<file path="src/rtl/fpu_scheduler_if.sv">
// fpu_scheduler_if: requester-side bus of the FPU scheduler.
//   req_valid/req_ready : per-requester request handshake
//   req_opA/req_opB/req_op : per-requester operands and opcode (slice i = requester i)
//   rsp_valid/rsp_ready : per-requester response handshake
//   rsp_data : result, shared by all requesters
// master = requesters, slave = scheduler.
interface fpu_scheduler_if #(
    parameter int NUM_REQ = 4
);
    logic [NUM_REQ-1:0]       req_valid;
    logic [NUM_REQ-1:0]       req_ready;
    logic [NUM_REQ-1:0][31:0] req_opA;
    logic [NUM_REQ-1:0][31:0] req_opB;
    logic [NUM_REQ-1:0][1:0]  req_op;
    logic [NUM_REQ-1:0]       rsp_valid;
    logic [NUM_REQ-1:0]       rsp_ready;
    logic [31:0]              rsp_data;

    modport master (
        output req_valid, req_opA, req_opB, req_op, rsp_ready,
        input  req_ready, rsp_valid, rsp_data
    );

    modport slave (
        input  req_valid, req_opA, req_opB, req_op, rsp_ready,
        output req_ready, rsp_valid, rsp_data
    );
endinterface

</file>
<file path="src/rtl/fpu_scheduler.sv">
// fpu_scheduler: shares one fixed-latency FPU among NUM_REQ requesters.
// Round-robin arbitration in IDLE, one-cycle issue pulse, latency count,
// then the captured result is offered on a valid/ready response channel.
// Ports:
//   clk, reset       : clock, synchronous active-high reset
//   bus (slave)      : requester request/response channel
//   fpu_opA/B, op    : operands/opcode held towards the FPU
//   fpu_start        : one-cycle issue pulse
//   fpu_out          : FPU result (no done signal; latency counted here)
//   busy             : high outside IDLE
//   grant_id         : current or last granted requester
module fpu_scheduler #(
    parameter int NUM_REQ    = 4,
    parameter int ADDSUB_LAT = 2,
    parameter int MULDIV_LAT = 64,
    localparam int IDX_W     = $clog2(NUM_REQ),
    localparam int MAX_LAT   = (ADDSUB_LAT > MULDIV_LAT) ? ADDSUB_LAT : MULDIV_LAT,
    localparam int CNT_W     = $clog2(MAX_LAT) + 1
) (
    input  logic             clk,
    input  logic             reset,
    fpu_scheduler_if.slave   bus,
    output logic [31:0]      fpu_opA,
    output logic [31:0]      fpu_opB,
    output logic [1:0]       fpu_op,
    output logic             fpu_start,
    input  logic [31:0]      fpu_out,
    output logic             busy,
    output logic [IDX_W-1:0] grant_id
);
    typedef enum logic [1:0] {IDLE, ISSUE, WAIT, RESP} state_t;

    localparam logic [CNT_W-1:0] AS_LOAD = CNT_W'(ADDSUB_LAT - 1);
    localparam logic [CNT_W-1:0] MD_LOAD = CNT_W'(MULDIV_LAT - 1);
    localparam logic [IDX_W-1:0] LAST_RST = IDX_W'(NUM_REQ - 1);

    state_t             state_q, state_d;
    logic [CNT_W-1:0]   cnt_q, cnt_d;
    logic [IDX_W-1:0]   grant_q, grant_d;
    logic [IDX_W-1:0]   last_q, last_d;
    logic [31:0]        opa_q, opa_d, opb_q, opb_d, res_q, res_d;
    logic [1:0]         op_q, op_d;

    // Round-robin pick: first valid requester above last_q, wrapping.
    logic               found;
    logic [IDX_W-1:0]   pick;
    logic [IDX_W-1:0]   cand;

    always_comb begin
        found = 1'b0;
        pick  = '0;
        cand  = '0;
        for (int i = 1; i <= NUM_REQ; i++) begin
            cand = IDX_W'((int'(last_q) + i) % NUM_REQ);
            if (!found && bus.req_valid[cand]) begin
                found = 1'b1;
                pick  = cand;
            end
        end
    end

    always_comb begin
        state_d       = state_q;
        cnt_d         = cnt_q;
        grant_d       = grant_q;
        last_d        = last_q;
        opa_d         = opa_q;
        opb_d         = opb_q;
        op_d          = op_q;
        res_d         = res_q;
        bus.req_ready = '0;
        bus.rsp_valid = '0;
        fpu_start     = 1'b0;
        unique case (state_q)
            IDLE: begin
                // Gated by reset so no requester sees an acceptance that the
                // reset would immediately discard.
                if (found && !reset) begin
                    bus.req_ready[pick] = 1'b1;
                    grant_d = pick;
                    opa_d   = bus.req_opA[pick];
                    opb_d   = bus.req_opB[pick];
                    op_d    = bus.req_op[pick];
                    state_d = ISSUE;
                end
            end
            ISSUE: begin
                fpu_start = 1'b1;
                cnt_d     = op_q[1] ? MD_LOAD : AS_LOAD;
                state_d   = WAIT;
            end
            WAIT: begin
                // The ISSUE cycle already consumed one latency cycle, so the
                // FPU result is valid when the counter reads 1 (or 0 for LAT=1),
                // i.e. LAT cycles after acceptance.
                cnt_d = cnt_q - CNT_W'(1);
                if (cnt_q <= CNT_W'(1)) begin
                    res_d   = fpu_out;
                    state_d = RESP;
                end
            end
            RESP: begin
                bus.rsp_valid[grant_q] = 1'b1;
                if (bus.rsp_ready[grant_q]) begin
                    last_d  = grant_q;
                    state_d = IDLE;
                end
            end
            default: state_d = IDLE;
        endcase
    end

    always_ff @(posedge clk) begin
        if (reset) begin
            state_q <= IDLE;
            cnt_q   <= '0;
            grant_q <= LAST_RST;
            last_q  <= LAST_RST;
            opa_q   <= '0;
            opb_q   <= '0;
            op_q    <= '0;
            res_q   <= '0;
        end else begin
            state_q <= state_d;
            cnt_q   <= cnt_d;
            grant_q <= grant_d;
            last_q  <= last_d;
            opa_q   <= opa_d;
            opb_q   <= opb_d;
            op_q    <= op_d;
            res_q   <= res_d;
        end
    end

    assign bus.rsp_data = res_q;
    assign fpu_opA      = opa_q;
    assign fpu_opB      = opb_q;
    assign fpu_op       = op_q;
    assign busy         = (state_q != IDLE);
    assign grant_id     = grant_q;
endmodule

</file>
<file path="src/flat_wrapper.sv">
// flat-port wrapper written by rule: the top's interface ports become plain ports
module fpu_scheduler_flat 
#(
    parameter int NUM_REQ    = 4,
    parameter int ADDSUB_LAT = 2,
    parameter int MULDIV_LAT = 64,
    localparam int IDX_W     = $clog2(NUM_REQ),
    localparam int MAX_LAT   = (ADDSUB_LAT > MULDIV_LAT) ? ADDSUB_LAT : MULDIV_LAT,
    localparam int CNT_W     = $clog2(MAX_LAT) + 1
)
  (clk, reset, fpu_opA, fpu_opB, fpu_op, fpu_start, fpu_out, busy, grant_id, bus_req_valid, bus_req_opA, bus_req_opB, bus_req_op, bus_rsp_ready, bus_req_ready, bus_rsp_valid, bus_rsp_data);
  fpu_scheduler_if #(.NUM_REQ(NUM_REQ)) bus_i ();
  input  logic clk;
  input  logic reset;
  output logic [31:0] fpu_opA;
  output logic [31:0] fpu_opB;
  output logic [1:0] fpu_op;
  output logic fpu_start;
  input  logic [31:0] fpu_out;
  output logic busy;
  output logic [IDX_W-1:0] grant_id;
  input wire logic [$bits(bus_i.req_valid)-1:0] bus_req_valid;
  input wire logic [$bits(bus_i.req_opA)-1:0] bus_req_opA;
  input wire logic [$bits(bus_i.req_opB)-1:0] bus_req_opB;
  input wire logic [$bits(bus_i.req_op)-1:0] bus_req_op;
  input wire logic [$bits(bus_i.rsp_ready)-1:0] bus_rsp_ready;
  output wire logic [$bits(bus_i.req_ready)-1:0] bus_req_ready;
  output wire logic [$bits(bus_i.rsp_valid)-1:0] bus_rsp_valid;
  output wire logic [$bits(bus_i.rsp_data)-1:0] bus_rsp_data;
  assign bus_i.req_valid = bus_req_valid;
  assign bus_i.req_opA = bus_req_opA;
  assign bus_i.req_opB = bus_req_opB;
  assign bus_i.req_op = bus_req_op;
  assign bus_i.rsp_ready = bus_rsp_ready;
  assign bus_req_ready = bus_i.req_ready;
  assign bus_rsp_valid = bus_i.rsp_valid;
  assign bus_rsp_data = bus_i.rsp_data;
  fpu_scheduler #(.NUM_REQ(NUM_REQ), .ADDSUB_LAT(ADDSUB_LAT), .MULDIV_LAT(MULDIV_LAT)) u_core (.clk(clk), .reset(reset), .bus(bus_i), .fpu_opA(fpu_opA), .fpu_opB(fpu_opB), .fpu_op(fpu_op), .fpu_start(fpu_start), .fpu_out(fpu_out), .busy(busy), .grant_id(grant_id));
endmodule
</file>
<file path="config.mk">
export PLATFORM = sky130hd
export DESIGN_NAME = fpu_scheduler_flat
export DESIGN_NICKNAME = d
export VERILOG_FILES = /design/src/rtl/fpu_scheduler_if.sv /design/src/rtl/fpu_scheduler.sv /design/src/flat_wrapper.sv
export SDC_FILE = /design/constraint.sdc
export NUM_CORES = 1
export LEC_CHECK = 0
export CORE_AREA = 2 2 163 165
export DETAILED_ROUTE_END_ITERATION = 10
export DIE_AREA = 0 0 165 167
export GPL_TIMING_DRIVEN = 0
export SYNTH_ARGS = -nofsm -noshare
export SYNTH_HDL_FRONTEND = slang
export SYNTH_SLANG_ARGS = --single-unit
</file>
<file path="constraint.sdc">
create_clock -name clk -period 3.05 [get_ports clk]
set_input_delay 0.61 -clock clk [delete_from_list [all_inputs] [get_ports clk]]
set_output_delay 0.61 -clock clk [all_outputs]
set_load 0.05 [all_outputs]
</file>
Word level (Yosys, flattened, before mapping)
Index checks and enable logic that the tools add are counted.
Cells by class
  add/sub/neg operators: 5
  order comparisons: 9
  eq/ne operators: 6
  muxes and demuxes: 38
  reduce and logical (&&, ||, !) cells: 17
Operators by type and width (count)
  binary-select mux 32 bit (select 2 bit): 2
  2-to-1 mux 32 bit: 2
  < comparator 2 x 3 -> 1 bit (second input constant): 6
  2-to-1 mux 2 bit: 8
  case mux 7 bit (2 select lines): 1
  2-to-1 mux 1 bit: 12
  2-to-1 mux 4 bit: 3
  binary-select mux 1 bit (select 2 bit): 5
  case mux 2 bit (4 select lines): 1
  less-or-equal comparator 7 x 1 -> 1 bit (second input constant): 1
  subtractor 7 x 1 -> 7 bit (second input constant): 1
  logical AND 1 bit: 6
  2-to-1 mux 6 bit: 1
  inequality test 2 x 1 -> 1 bit (second input constant): 3
  AND reduction 2 bit: 3
  adder 2 x 1 -> 2 bit (second input constant): 2
  adder 2 bit (second input constant): 2
  binary-select mux 2 bit (select 2 bit): 1
  demux 1 bit (select 2 bit): 2
  equality test 2 bit (second input constant): 2
  greater-or-equal comparator 2 x 1 -> 1 bit (second input constant): 2
  zero test 1 bit: 4
  nonzero test 2 bit: 2
  AND reduction 3 bit: 1
  other kinds (2): 2
Storage, ports and cells
  register bits: 111
  bits of input ports: 306
  output and inout port bits: 110
  logic and storage cells: 83

Depth between registers and ports, before layout
Gate-level depths: netlist (run 1).
  depth after elaboration: 19
  depth in mapped cells: 9

Worst setup path before layout (run 1)
Ideal clock, no wire load.
  path kind: input port to output port
  start point: in bus_req_valid[1]
  end point: out bus_req_ready[1]
  arrival: 2.143 ns
  data required time: 2.440 ns
  setup slack: 0.297 ns
  stages: 5
  path buffers: 1
  path through: or3b_1 -> o221ai_2 -> nand2_1 -> clkbuf_1 -> nor2_1
On the way
  longest elaborated chain between the ends: 18
  elaborated cells between the ends (all ways): 30
Ends and longest elaborated chain
  start: declaration: line flat_wrapper.sv:22  | input wire logic [$bits(bus_i.req_valid)-1:0] bus_req_valid;
  binary-select mux 1 bit (select 2 bit): line fpu_scheduler.sv:55  | if (!found && bus.req_valid[cand]) begin
  2-to-1 mux 1 bit (not written as such): line fpu_scheduler.sv:55
  2-to-1 mux 1 bit: line fpu_scheduler.sv:55
  zero test 1 bit: line fpu_scheduler.sv:55
  logical AND 1 bit: line fpu_scheduler.sv:55
  2-to-1 mux 1 bit: line fpu_scheduler.sv:55
  zero test 1 bit: line fpu_scheduler.sv:55
  logical AND 1 bit: line fpu_scheduler.sv:55
  [... 2 more ...]
  logical AND 1 bit: line fpu_scheduler.sv:55
  2-to-1 mux 2 bit: line fpu_scheduler.sv:55
  < comparator 2 x 3 -> 1 bit (not written as such) or greater-or-equal comparator 2 x 1 -> 1 bit (tied branches): line fpu_scheduler.sv:79  | bus.req_ready[pick] = 1'b1;
  logical AND 1 bit (not written as such): line fpu_scheduler.sv:79
  2-to-1 mux 1 bit (not written as such): line fpu_scheduler.sv:79
  demux 1 bit (select 2 bit)
  2-to-1 mux 4 bit (*): line fpu_scheduler.sv:78  | if (found && !reset) begin
  2-to-1 mux 4 bit (*): line fpu_scheduler.sv:74  | unique case (state_q)
  end: declaration: line flat_wrapper.sv:27  | output wire logic [$bits(bus_i.req_ready)-1:0] bus_req_ready;
Every way passes the cells marked *; elsewhere a longest branch is shown, timed or not. The select of a mux whose other input is x is not followed.

Final worst setup path (run 1)
  start point: in bus_req_valid[1]
  end point: out bus_req_ready[0]
Same word-level chain as after synthesis.

==> run metrics, run 1 <==
status completed; non-filler instance count after layout ~1.5k; met3 usage around 5.2%; drt initial violations ~290; final WL around 28000 um; first-pass GRT wire length 41200 um; DRC viols 0; vias per std cell roughly 4.7; total CTS buffers 9; CTS HTree Levels 3; vias in the first global route 7161; worst path bufs/invs 4; sequential share of the synthesized area 34.8%; Total GRT Usage between 15 and 20%; Post-synth EDFFs 0; hold_buf cts 0; Final Setup Violations 0; Critical Path Max Stage Delay approximately 420 ps; HP Start u_core.bus.rsp_data[6]; Sink Count ~110; crit share post-route 96.2%; Final Hold Viols 0; Final #Nets roughly 1.5k; core area ~26000 um^2; RSZ-0062 raised after global routing false; WP data required 2440 ps; Placed Cells 1495; reg2reg start u_core.state_q[0]; clock skew 13.2 ps; CTS root buffer clkbuf_16; DR vias between 7k and 8k; Die Wd between 150 and 200 um; R2R depth 8; worst hold slack roughly 460 ps; port bufs 415; Least-Margin Pin Slew 598 ps; met2 Usage GRT 35.3%; Syn Nets around 1.1k; max capacitance violation total 0; Final Wtd Congestion ~0.86; Pleak between 4 and 5 nW; Die Y between 150 and 200 um; CTS Buffer Depth 2; CP Max Fanout 10; fillcell total between 2k and 3k; met1 usage about 22%; Worst-path clk slew around 80 ps; hold path cells 2; TritonRoute pass-1 iters 5; synth top area cells dfxtp_1, mux2i_1, nand2_1, and4_1, a221oi_1; Yosys top cell by area dfxtp_1; min-delay worst type register to register; PnR Total Power 8.25 mW; crit end category output pin; commonest non-fill, non-tap cells in the layout clkdlybuf4s50_1, dfxtp_1, nand2_1, mux2i_1, inv_1; Hold EP u_core.bus.rsp_data[6]; total grt overflow 0; warnings from Yosys 0; initial antenna violation count 4; average routed wire per standard cell ~19 um; RR Endpoint u_core.fpu_opA[22]; worst path cell trace clkdlybuf4s15_1 -> or3b_1 -> o221ai_4 -> and2_4 -> buf_2 -> buf_6 -> and2_1 -> buf_4; I/O pins about 420; min cycle time layout a little under 3000 ps; area delta synth->final 77.1%; Main synth FF type dfxtp_1; CTS tree yes; DIE AREA between 20000 and 30000 um^2; Max stage delay cell, worst path or3b_1; Synth Register Bits about 110; delay-heaviest family, CP buffers and inverters; row count 59; FF-to-FF setup slack between 900 and 1000 ps; VDD IR max 0.305 mV; max-slew violations 0; Syn Area/Cell between 8 and 9 um^2; Worst EP arrival about 2300 ps; DP Wirelength 22700 um; most common cell after layout, fill and taps aside clkdlybuf4s50_1; GR peak layer met2; Startpoint Class primary input; crit path kind primary input to output pin; relative slew slack approximately 60%; Syn Inst Count 745; worst skew pair latency 360 ps; fraction of registers with async set or reset after synthesis 0%; post-synth top area share 34.8%; share of layout cells above drive strength 1 about 7.0%; final instance area 11300 um^2; Yosys cell types 47; largest net degree at the start of global routing 21; ANT nets after route 0; Power Density ~730 nW/um^2; DP Area around 11000 um^2; synthesized area 6390 um^2; Achievable Freq 341 MHz; starting density of the core between 20% and 30%
[routing by layer]
layer  part of all wire, %  routed length, um  vias up
met1                    40              11100     3236
met4                   2.5                701        4
met3                   8.1               2270       40
met5                 0.085                 24        -
met2                    50              14000      288
li1                      -                  -     3557
[synth_stat cells, drive strengths merged (2+ instances only)]
| library cell | instances |
|---|---|
| clkbuf | 33 |
| inv | 43 |
| buf | 36 |
| nor2 | 18 |
| and4 | 32 |
| o221ai | 3 |
| nand3 | 2 |
| nor2b | 2 |
| mux2i | 102 |
| and2 | 4 |
| a221oi | 32 |
| dfxtp | 111 |
| nor4 | 3 |
| and3 | 2 |
| or3 | 2 |
| nand2b | 5 |
| o211ai | 33 |
| o21bai | 32 |
| nor3 | 7 |
| a21oi | 40 |
| a31oi | 32 |
| ha | 6 |
| o21ai | 41 |
| a211oi | 3 |
| nand2 | 110 |
| a211o | 2 |
[worst reg2reg max path: cells and delay by family, from the launching register on]
kind	cells	cell delay, ps
and+or+nand+nor	3	660
buffers and inverters	3	670
adders and majority gates	1	250
DFF	1	370
AOI/OAI and AO/OA	1	110
[metrics by stage]
step                      TNS [ps]  setup slack, ps  util [%]
after floorplan                  0              297         -
after global placement       -3490             -938      42.5
after detailed placement     -4000             -958      42.5
after CTS                        0             11.1      43.9
after global routing             0             12.7      43.9
final                            0              114      43.9
[sequential cells by signal, indices dropped and copies added (netlist names)]
signal,flops
u_core.last_q,2
u_core.grant_id,2
u_core.cnt_q,7
u_core.state_q,2
u_core.fpu_opB,32
u_core.fpu_op,2
u_core.fpu_opA,32
u_core.bus.rsp_data,32
[timing repair]
action | in CTS | in global routing
resized for setup | 41 | 2
pin swaps | 2 | 0
gates cloned | 0 | 0
endpoints found under the setup margin | 4 | 1
setup buffers | 2 | 0
[power breakdown]
group / internal, mW / switching [mW] / leakage (nW)
Combinational: 1.84 / 3.01 / 3.25
Clock: 0.600 / 0.632 / 0.144
Sequential: 1.90 / 0.274 / 0.914
Total: 4.33 / 3.91 / 4.31
[kinds of logic after synthesis]
group | after synthesis | share of synthesized area (%)
muxes | 103 | 16.3
buffers and inverters | 112 | 8.60
adders and majority gates | 6 | 1.18
and+or+nand+nor | 191 | 15.4
AOI/OAI and AO/OA | 222 | 23.7
DFF | 111 | 34.8
[worst max path at each step]
stage	startpoint	to	slack, ps	depth (start not counted)
after global placement	bus_req_valid[1]	bus_req_ready[1]	-940	7
after global routing	bus_req_valid[1]	bus_req_ready[0]	10	8
final	bus_req_valid[1]	bus_req_ready[0]	110	8
after detailed placement	bus_req_valid[1]	bus_req_ready[1]	-960	7
after floorplan	bus_req_valid[1]	bus_req_ready[1]	300	5
after CTS	reset	bus_req_ready[0]	10	8
[layout make-up]
type	count	area, um^2	share of cell area (%)
diodes	1	2.50	0.0221
plain buffers	68	393	3.47
clock buffers	10	239	2.11
clock inverters	6	61.3	0.542
inverters	43	161	1.43
multi-input cells	522	3660	32.4
flip-flops and latches	111	2220	19.6
well taps	335	419	3.71
repair buffers	417	4150	36.7
No activity file was read; power rests on OpenSTA's default activity.
==> run 2, diff against run 1 <==
Settings changed: CAP_MARGIN set to 10, RECOVER_POWER set to 100.
==> run 2 against run 1 <==
  * Sequential cell count unchanged
  * Non-clock buffer count is the same
  * Maximum frequency is essentially flat
  * Clock-buffer cell count stayed put
  * Via count is 0.31% higher
  * Register-to-register slack got worse by 390 ps
  * Clock skew down 1.4 ps
  * Die area stayed put
  * Sequential share of layout area increased by 0.10 points
  * First-iteration DRC count is 3.1% higher
  * Power down 2.6%
  * Final cell count unchanged
  * Largest cell class unchanged
==> run metrics, run 2 (synthesis results as in run 1) <==
CTS Buffer Depth 2 (unchanged); most common cell after layout, fill and taps aside clkdlybuf4s50_1; starting density of the core 24.8% (unchanged); Startpoint Class primary input; GR peak layer met2; Final Wtd Congestion 0.860 (unchanged); R2R depth 7 (-1); core area 25800 um^2 (unchanged); met3 usage 5.18% (unchanged); Die Wd 165 um (unchanged); area delta synth->final 76.2%; DIE AREA 27600 um^2 (unchanged); CTS tree yes; Placed Cells 1495 (unchanged); Sink Count 111 (unchanged); crit share post-route 96.3% (about the same); fin util 43.7% (-0.22 points); clock skew 11.8 ps (-1.45 ps); relative slew slack 45.0% (-15 points); Total GRT Usage 19.5% (unchanged); Final Hold Viols 0 (unchanged); WP data required 2440 ps (about the same); Power Density 714 nW/um^2 (-2.1%); worst skew pair latency 360 ps (about the same); largest net degree at the start of global routing 21 (unchanged); RSZ-0062 raised after global routing false; PnR Total Power 8.03 mW (-2.6%); initial antenna violation count 4 (unchanged); non-filler instance count after layout 1513 (unchanged); ANT nets after route 0 (unchanged); crit end category output pin; first-pass GRT wire length 41200 um (unchanged); min-delay worst type register to register; Pleak 4.55 nW (+5.4%); vias per std cell 4.72 (+0.31%); final instance area 11300 um^2 (-0.51%); status completed; hold path cells 2 (unchanged); Achievable Freq 340 MHz (about the same); CP Max Fanout 10 (unchanged); TritonRoute pass-1 iters 5 (unchanged); share of layout cells above drive strength 1 6.12% (-0.85 points); average routed wire per standard cell 18.6 um (about the same); crit path kind primary input to output pin; I/O pins 416 (unchanged); DP Area 11000 um^2 (unchanged); CTS HTree Levels 3 (unchanged); worst hold slack 452 ps (-3.53 ps); DR vias 7147 (+0.31%); total CTS buffers 9 (unchanged); CTS root buffer clkbuf_16; total grt overflow 0 (unchanged); met2 Usage GRT 35.3% (unchanged); Die Y 167 um (unchanged); port bufs 415 (unchanged); max capacitance violation total 0 (unchanged); final WL 28100 um (about the same); Worst EP arrival 2330 ps (about the same); Worst-path clk slew 80 ps (about the same); min cycle time layout 2940 ps (+2.24 ps); row count 59 (unchanged); vias in the first global route 7161 (unchanged); DP Wirelength 22700 um (unchanged); Final #Nets 1484 (unchanged); commonest non-fill, non-tap cells in the layout clkdlybuf4s50_1, dfxtp_1, nand2_1, dlygate4sd3_1, mux2i_1; met1 usage 22.0% (unchanged); Final Setup Violations 0 (unchanged); VDD IR max 0.302 mV (-1.0%); DRC viols 0 (unchanged); Least-Margin Pin Slew 822 ps (+224 ps); drt initial violations 297 (+3.1%); max-slew violations 0 (unchanged)
[run 2: changes by cell type in the layout (fill, tap and decap cells not counted), moves of 2 or more]
| cell | before | now |
|---|---|---|
| clkdlybuf4s50_1 | 406 | 299 |
| dlygate4sd3_1 | 0 | 107 |
| buf_2 | 18 | 12 |
| clkbuf_2 | 0 | 6 |
| clkbuf_1 | 32 | 37 |
| buf_4 | 15 | 11 |
| a221oi_1 | 29 | 31 |
| a221oi_2 | 3 | 1 |
[run 2: metal layers]
layer / part of all wire, % / vias up / wire length [um]
met5: 0.085 / - / 24
met4: 2.5 / 4 / 709
met3: 8.1 / 43 / 2280
met2: 50 / 286 / 14000
met1: 40 / 3253 / 11100
li1: - / 3561 / -
[run 2: worst paths after layout]
kind                               start                      to  slack, ps
setup / recovery        bus_req_valid[1]        bus_req_ready[0]        110
hold / removal    u_core.bus.rsp_data[6]  u_core.bus.rsp_data[6]        450
setup reg to reg        u_core.last_q[0]      u_core.fpu_opB[30]        520
hold reg to reg   u_core.bus.rsp_data[6]  u_core.bus.rsp_data[6]        450
[run 2: area by class of cell]
type                            count  area [um^2]
Tap cell                          335          419
Clock inverter                      6         61.3
Antenna cell                        1         2.50
Multi-Input combinational cell    522         3620
Buffer                             68          370
Fill cell                        2624        14500
Timing Repair Buffer              417         4150
Clock buffer                       10          239
Sequential cell                   111         2220
Inverter                           43          161
[run 2: repair_timing]
item	4_1_cts	5_1_grt
pin swaps	2	0
resized for setup	41	2
hold endpoints to repair	0	0
setup endpoints to repair	4	1
setup buffers	2	0
hold buffers	0	0
[run 2: power breakdown]
group,internal (mW),switching (mW)
sequential,1.89,0.254
clock,0.600,0.634
combinational,1.66,2.99
[run 2: per-stage QoR]
step	TNS, ps	setup WS [ps]
floorplan	0	297
global placement	-3490	-938
detailed placement	-4000	-958
CTS	0	11.1
global route	0	12.7
finish	0	112
[run 2: critical path: stages]
cell,delay (ps)
clkdlybuf4s15_1,290
or3b_1,420
o221ai_4,110
and2_4,190
buf_2,190
buf_6,180
and2_1,130
buf_4,190
